## src/rtl/mem_bus_pkg.sv

```systemverilog
// Shared types for the memory-side bus target: transfer modes and FSM states.
package mem_bus_pkg;

    typedef enum logic [1:0] {
        MODE_READ        = 2'b00,
        MODE_WRITE       = 2'b01,
        MODE_BURST_READ  = 2'b10,
        MODE_BURST_WRITE = 2'b11
    } mode_e;

    typedef enum logic [1:0] {
        S_IDLE    = 2'b00,
        S_GRANTED = 2'b01,
        S_WAIT    = 2'b10,
        S_BEAT    = 2'b11
    } state_e;

    // Bit 0 of the mode selects write, bit 1 selects burst.
    function automatic logic mode_is_write(input mode_e m);
        return m[0];
    endfunction

    function automatic logic mode_is_burst(input mode_e m);
        return m[1];
    endfunction

endpackage

```

## src/rtl/mem_bus_ram.sv

```systemverilog
// Single-port synchronous RAM with write enable and registered read port.
// The array itself is never reset; only the read register is.
module mem_bus_ram #(
    parameter int DATA_W = 8,
    parameter int ADDR_W = 8
) (
    input  logic              clk,
    input  logic              rst_n,
    input  logic              we,
    input  logic              re,
    input  logic [ADDR_W-1:0] addr,
    input  logic [DATA_W-1:0] wdata,
    output logic [DATA_W-1:0] rdata
);

    logic [DATA_W-1:0] mem [2**ADDR_W];

    // Storage write port.
    always_ff @(posedge clk) begin
        if (we) begin
            mem[addr] <= wdata;
        end
    end

    // Registered read; holds its value whenever no read is issued.
    always_ff @(posedge clk or negedge rst_n) begin
        if (!rst_n) begin
            rdata <= '0;
        end else if (re) begin
            rdata <= mem[addr];
        end
    end

endmodule

```

## src/rtl/mem_bus_target.sv

```systemverilog
// Memory-side target for the req/gnt/start/rdy bus with wait states and
// wrapping fixed-length bursts.
//
//   state     | meaning
//   ----------+------------------------------------------------------
//   S_IDLE    | bus not owned, gnt=0
//   S_GRANTED | gnt=1, waiting for start (or req drop)
//   S_WAIT    | wait-state countdown before the next beat
//   S_BEAT    | rdy=1 for one cycle; read data valid / write committed
module mem_bus_target
    import mem_bus_pkg::*;
#(
    parameter int DATA_W      = 8,
    parameter int ADDR_W      = 8,
    parameter int WAIT_STATES = 1,
    parameter int BURST_LEN   = 4
) (
    input  logic              clk,
    input  logic              rst_n,
    input  logic              req,
    input  logic              start,
    input  logic [1:0]        mode,
    input  logic [ADDR_W-1:0] addr,
    input  logic [DATA_W-1:0] wdata,
    output logic [DATA_W-1:0] rdata,
    output logic              gnt,
    output logic              rdy
);

    localparam state_e     FIRST_STATE = (WAIT_STATES == 0) ? S_BEAT : S_WAIT;
    localparam logic [3:0] WAIT_INIT   = 4'(WAIT_STATES);
    localparam logic [4:0] BURST_INIT  = 5'(BURST_LEN);

    state_e            state_q, state_d;
    mode_e             mode_q;
    logic [ADDR_W-1:0] cur_addr_q;
    logic [4:0]        beats_q;
    logic [3:0]        wcnt_q;

    logic              ram_we, ram_re;
    logic [ADDR_W-1:0] ram_addr;
    logic              start_ok;

    assign start_ok = (state_q == S_GRANTED) && start;

    // State register.
    always_ff @(posedge clk or negedge rst_n) begin
        if (!rst_n) begin
            state_q <= S_IDLE;
        end else begin
            state_q <= state_d;
        end
    end

    // Next state and RAM control. Reads are issued on the edge that enters
    // S_BEAT so the registered RAM output is valid exactly while rdy is high.
    always_comb begin
        state_d  = state_q;
        ram_we   = 1'b0;
        ram_re   = 1'b0;
        ram_addr = cur_addr_q;
        case (state_q)
            S_IDLE: begin
                if (req) state_d = S_GRANTED;
            end
            S_GRANTED: begin
                if (start) begin
                    state_d = FIRST_STATE;
                    if ((WAIT_STATES == 0) && !mode_is_write(mode_e'(mode))) begin
                        ram_re   = 1'b1;
                        ram_addr = addr;
                    end
                end else if (!req) begin
                    state_d = S_IDLE;
                end
            end
            S_WAIT: begin
                if (wcnt_q == 4'd1) begin
                    state_d = S_BEAT;
                    ram_re  = !mode_is_write(mode_q);
                end
            end
            S_BEAT: begin
                ram_we = mode_is_write(mode_q);
                if (beats_q > 5'd1) begin
                    state_d = FIRST_STATE;
                    if ((WAIT_STATES == 0) && !mode_is_write(mode_q)) begin
                        ram_re   = 1'b1;
                        ram_addr = cur_addr_q + 1'b1;
                    end
                end else begin
                    state_d = req ? S_GRANTED : S_IDLE;
                end
            end
            default: state_d = S_IDLE;
        endcase
    end

    // Transaction context: latched mode/address, beat and wait counters.
    always_ff @(posedge clk or negedge rst_n) begin
        if (!rst_n) begin
            mode_q     <= MODE_READ;
            cur_addr_q <= '0;
            beats_q    <= '0;
            wcnt_q     <= '0;
        end else if (start_ok) begin
            mode_q     <= mode_e'(mode);
            cur_addr_q <= addr;
            beats_q    <= mode_is_burst(mode_e'(mode)) ? BURST_INIT : 5'd1;
            wcnt_q     <= WAIT_INIT;
        end else if (state_q == S_WAIT) begin
            wcnt_q <= wcnt_q - 4'd1;
        end else if (state_q == S_BEAT) begin
            beats_q    <= beats_q - 5'd1;
            cur_addr_q <= cur_addr_q + 1'b1;
            wcnt_q     <= WAIT_INIT;
        end
    end

    assign gnt = (state_q != S_IDLE);
    assign rdy = (state_q == S_BEAT);

    mem_bus_ram #(
        .DATA_W(DATA_W),
        .ADDR_W(ADDR_W)
    ) u_ram (
        .clk  (clk),
        .rst_n(rst_n),
        .we   (ram_we),
        .re   (ram_re),
        .addr (ram_addr),
        .wdata(wdata),
        .rdata(rdata)
    );

endmodule

```

## config.mk

```make
export PLATFORM = sky130hd
export DESIGN_NAME = mem_bus_target
export DESIGN_NICKNAME = d
export VERILOG_FILES = /design/src/rtl/mem_bus_pkg.sv /design/src/rtl/mem_bus_ram.sv /design/src/rtl/mem_bus_target.sv
export SDC_FILE = /design/constraint.sdc
export NUM_CORES = 2
export LEC_CHECK = 0
export BUFFER_PORTS_ARGS = -buffer_cell sky130_fd_sc_hd__buf_2
export CAP_MARGIN = 10
export CORE_MARGIN = 5
export CORE_UTILIZATION = 50
export CTS_CLUSTER_DIAMETER = 60
export CTS_CLUSTER_SIZE = 8
export DETAILED_ROUTE_END_ITERATION = 10
export PLACE_DENSITY_LB_ADDON = 0.1
export SYNTH_ARGS = -nofsm -noshare
export SYNTH_HDL_FRONTEND = slang
export SYNTH_SLANG_ARGS = --single-unit
```

## constraint.sdc

```tcl
create_clock -name clk -period 4.25 [get_ports clk]
set_input_delay 0.2125 -clock clk [delete_from_list [all_inputs] [get_ports clk]]
set_output_delay 0.2125 -clock clk [all_outputs]
set_load 0.02 [all_outputs]
```

Yosys cells after proc, flatten, opt, wreduce, memory -nomap -nowiden
Memories as Yosys holds them, arrays and structs flattened. A register that Yosys moved wholly into a read port is not among the register bits.
Index checks and enable logic that the tools add are counted.
{"block": "totals", "ramBits": 2048, "input_bits": 22, "word_cells": 49, "memories": 1, "reg_bits": 20}
{"block": "classes", "add_sub_neg": 3, "mux": 22, "n_reduce_logical": 9, "order_cmp": 1, "eq_ne": 8}
{"name": "u_ram.mem", "words": 256, "width": 8, "read_ports": 1, "rd_clocked_by_memory_dff": 1, "wr": 1, "line": "mem_bus_ram.sv:16", "source": "logic [DATA_W-1:0] mem [2**ADDR_W];"}
{"cell": "$mux W8", "count": 3}
{"cell": "$mux W5", "count": 3}
{"cell": "$mux W4", "count": 3}
{"cell": "$mux W2", "count": 5}
{"cell": "$add A8 B1 Y8 const B", "count": 1}
{"cell": "$pmux W2 S4", "count": 1}
{"cell": "$mux W1", "count": 6}
{"cell": "$ne A2 B2 Y1 const B", "count": 3}
{"cell": "$gt A5 B1 Y1 const B", "count": 1}
{"cell": "$sub A5 B1 Y5 const B", "count": 1}
{"cell": "$eq A2 B2 Y1 const B", "count": 2}
{"cell": "$eq A4 B1 Y1 const B", "count": 1}
{"cell": "$reduce_bool A2 Y1", "count": 2}
{"cell": "$sub A4 B1 Y4 const B", "count": 1}
{"cell": "$mux W3", "count": 1}
{"cell": "$ne A3 B3 Y1 const B", "count": 1}
{"cell": "$reduce_and A3 Y1", "count": 1}
{"cell": "$reduce_bool A3 Y1", "count": 1}
{"cell": "$eq A2 B1 Y1 const B", "count": 1}
{"cell": "$logic_not A1 Y1", "count": 2}
{"cell": "$logic_not A2 Y1", "count": 1}
{"cell": "$reduce_and A2 Y1", "count": 1}
{"cell": "$logic_and A1 B1 Y1", "count": 1}

Depth between registers and ports, before layout
{"block": "depth", "depth_word": 4, "depth_mapped": 13, "mapped_depth_nobuf": 8}

Modules after synthesis
A second synthesis with hierarchy kept.
{"block": "unflattened", "cells_unflattened": 3711, "hier_area_um2": 80653.6}
{"mod": "mem_bus_ram", "cells_per_inst": 3591, "area_each_um2": 79532.5, "n_inst": 1}
{"mod": "mem_bus_target", "cells_per_inst": 120, "area_each_um2": 1121.1, "n_inst": 1}

Worst setup path after synthesis
Ideal clock, no wire load.
{"block": "synth_timing", "kind": "reg2reg", "startpoint": "register cur_addr_q[0]", "endpoint": "memory u_ram.mem[236][0], enable pin", "required_time_ns": 3.880, "path_stages_with_launch": 13, "setup_slack_ns": 1.149, "setup_ns": 0.370, "synth_period_minus_slack_ns": 3.101, "t_arrival_ns": 2.731, "path_cell_list": "dfrtp_1 -> buf_6 -> buf_6 -> buf_6 -> buf_6 -> inv_1 -> buf_2 -> clkbuf_1 -> ha_1 -> clkbuf_2 -> nand4_1 -> clkbuf_1 -> nor2_1"}
{"element": "start, declared", "line": "mem_bus_target.sv:36", "source": "logic [ADDR_W-1:0] cur_addr_q;"}
{"element": "start signal, assigned", "line": "mem_bus_target.sv:108", "source": "cur_addr_q <= addr;"}
{"element": "start signal, assigned", "line": "mem_bus_target.sv:115", "source": "cur_addr_q <= cur_addr_q + 1'b1;"}
{"element": "end, declared", "line": "mem_bus_ram.sv:16"}
Straight into the memory's write port.

==> impl_metrics.tcl <==
set metrics [dict create \
    drive_gt1_share_pct 30.52 \
    stdcell_count 6526 \
    worstPathCellList "buf_12 > mux4_2 > mux4_2 > nand3_1 > o311ai_1 > a31oi_1 > nand4_1 > o32a_1" \
    cts_setup_buffers 0 \
    ios 32 \
    peakVddDrop_uv 458.1 \
    cts_tree "yes" \
    cpLargestDelayFamily "multiplexers" \
    critPathSlowestCell "dfrtp_4" \
    rsz0062_at_grt "no" \
    hold_viol 0 \
    dp_slack_ps 682.7 \
    grt_pass1_wl_mm 311.0 \
    place_inst 6150 \
    die_y_um 411.6 \
    postLayoutCellArea_mm2 0.09415 \
    ys_ff_latch 2076 \
    clock_tree.root_cell "clkbuf_16" \
    syn_nets 3820 \
    grt_pass1_vias 41570 \
    track_usage_pct 25.79 \
    netlist_instances 3790 \
    hpwlAfterDp_mm 133.0 \
    fin_crit_ps 3570 \
    tns_ps 0 \
    cp_common_cell "mux4_2" \
    fin_crit_sh_pct 84.00 \
    cts_made_buffers 310 \
    die_w_um 411.6 \
    cp.arrival_ps 4330 \
    clk_pin_slew_worst_paths_ps 50 \
    insertion_delay_ps 920 \
    place.gp.congestion 0.8719 \
    cp-start-kind "register" \
    max_slew.worst_pin.slew_ps 1053 \
    final.setup.worst_slack_ps 679.9 \
    hold_path.class "primary input to register" \
    start_util_pct 50.27 \
    synth_cell_types 63 \
    crit_type "register to register" \
    clockBufferDepth 4 \
    endpoint_kind "register" \
    fmax_mhz 280.1 \
    crit_required_ps 5010 \
    p_leak_uw 0.03010 \
    syn_area_per_cell_um2 21.27 \
    p_per_area_mw_per_mm2 632.4 \
    wire_per_inst_um 33.26 \
    drv_cap 0 \
    ys_warn_count 0 \
    clock_skew_ps 41.59 \
    synth_area_mm2 0.08062 \
    relSlewSlack_pct 29.77 \
    nets 4355 \
    drc 0 \
    drtPass1Iterations 6 \
    synth_ff_type "edfxtp_1" \
    ys_async_sr_fraction_pct 1.349 \
    route.vias.total 41250 \
    drt-total-wl_mm 217.1 \
    io_buffers 31 \
    drtIter0Drc 5361 \
    cts_sinks 2076 \
    num_rows 147 \
    place_area_mm2 0.08584 \
    core-area_mm2 0.1604 \
    antenna_found_initial 7 \
    final_antenna_net_count 0 \
    cp_max_fo 44 \
    final_common_cell "edfxtp_1" \
    grt_overflow_total 0 \
    area_growth_syn_to_layout_pct 16.77 \
    synth_edf_count 2048 \
    via_per_inst 6.321 \
    die_area_mm2 0.1694 \
    htreeDepth 5 \
    slew_viol_final 0 \
    grt_max_degree 130 \
    critical_path_buf_inv_count 1 \
    ys_seq_area_share_pct 77.15 \
    layout_common_cells "edfxtp_1, mux4_2, buf_4" \
    slowest_delay_ps 700 \
    setup_viol 0 \
    status "complete, no violations" \
]
worst paths after layout:
check	start	end	slack, ps	depth (start not counted)
setup reg to reg	cur_addr_q[0]	u_ram.rdata[7]	680	8
hold reg to reg	wcnt_q[3]	wcnt_q[3]	500	1
max in group asynchronous	rst_n	cur_addr_q[0]	3630	4
min in group asynchronous	rst_n	beats_q[1]	380	4
setup / recovery	cur_addr_q[0]	u_ram.rdata[7]	680	8
hold / removal	wdata[4]	u_ram.mem[79][4]	8	1
layout make-up:
class / count / area (um2)
clock buffer: 343 / 7988
multi-input combinational: 1475 / 17310
inverter: 14 / 55.05
clock inverter: 9 / 76.32
antenna: 1 / 2.502
tap: 2160 / 2703
fill: 11660 / 66230
sequential: 2076 / 62210
timing repair buffer: 448 / 3799
timing repair:
action | CTS | global route
setup endpoints to repair | 0 | 0
resized for setup | 0 | 0
hold endpoints to repair | 270 | 0
hold buffers | 23 | 0
flip-flops by register name, summed over array words and instances (netlist names):
name	cells
wcnt_q	4
state_q	2
mode_q	1
u_ram.rdata	8
u_ram.mem	2048
cur_addr_q	8
beats_q	5
kinds of logic after synthesis:
group | after synthesis | share of synthesized area [%]
AOI/OAI and AO/OA | 259 | 2.300
and+or+nand+nor | 599 | 3.119
muxes | 608 | 15.81
xor gates and xnor gates | 1 | 0.01087
adders and majority gates | 8 | 0.1242
DFF | 2076 | 77.15
buffers and inverters | 239 | 1.490
where the power goes:
part	total (uW)	internal, uW	switching [uW]	leakage [uW]
registers	23200	22700	444	0.0187
logic	15400	6550	8820	0.00743
clock network	21000	13000	8000	0.00395
routing by layer:
layer  track usage, %  wire length (um)  up-vias
met5                0                11        -
met2            38.66             99720     1966
met3            6.149             19840      336
met4            7.553              5977        2
li1                 -                 -    16770
met1            38.31             91520    22170
per-stage QoR:
stage	util (%)	hold slack, ps	total power [uW]
floorplan	-	-83.09	33100
global placement	53.52	328.9	38880
detailed placement	53.52	330.6	38910
CTS	58.70	12.93	60040
global route	58.70	47.91	61590
finish	58.70	7.715	59540
synthesized netlist by cell type, drive strengths merged (9+ instances only):
cell | number | area (um2)
mux2 | 23 | 259.0
a22o | 13 | 113.9
clkbuf | 107 | 404.1
a21oi | 28 | 140.1
a211oi | 11 | 82.58
buf | 118 | 744.5
inv | 12 | 45.04
nor4 | 9 | 56.30
o22ai | 68 | 425.4
nand4 | 17 | 106.4
and3 | 10 | 62.56
nor2b | 14 | 87.58
nor2 | 309 | 1160
nand2b | 9 | 56.30
a31oi | 16 | 100.1
mux2i | 55 | 550.5
a221oi | 9 | 78.83
dfrtp | 28 | 700.7
o21ai | 13 | 65.06
nand2 | 153 | 574.3
a32oi | 22 | 192.7
nand3 | 51 | 255.2
mux4 | 530 | 11940
nor3 | 13 | 65.06
edfxtp | 2048 | 61500
a22oi | 32 | 240.2
(Power assumes the default switching activity.)
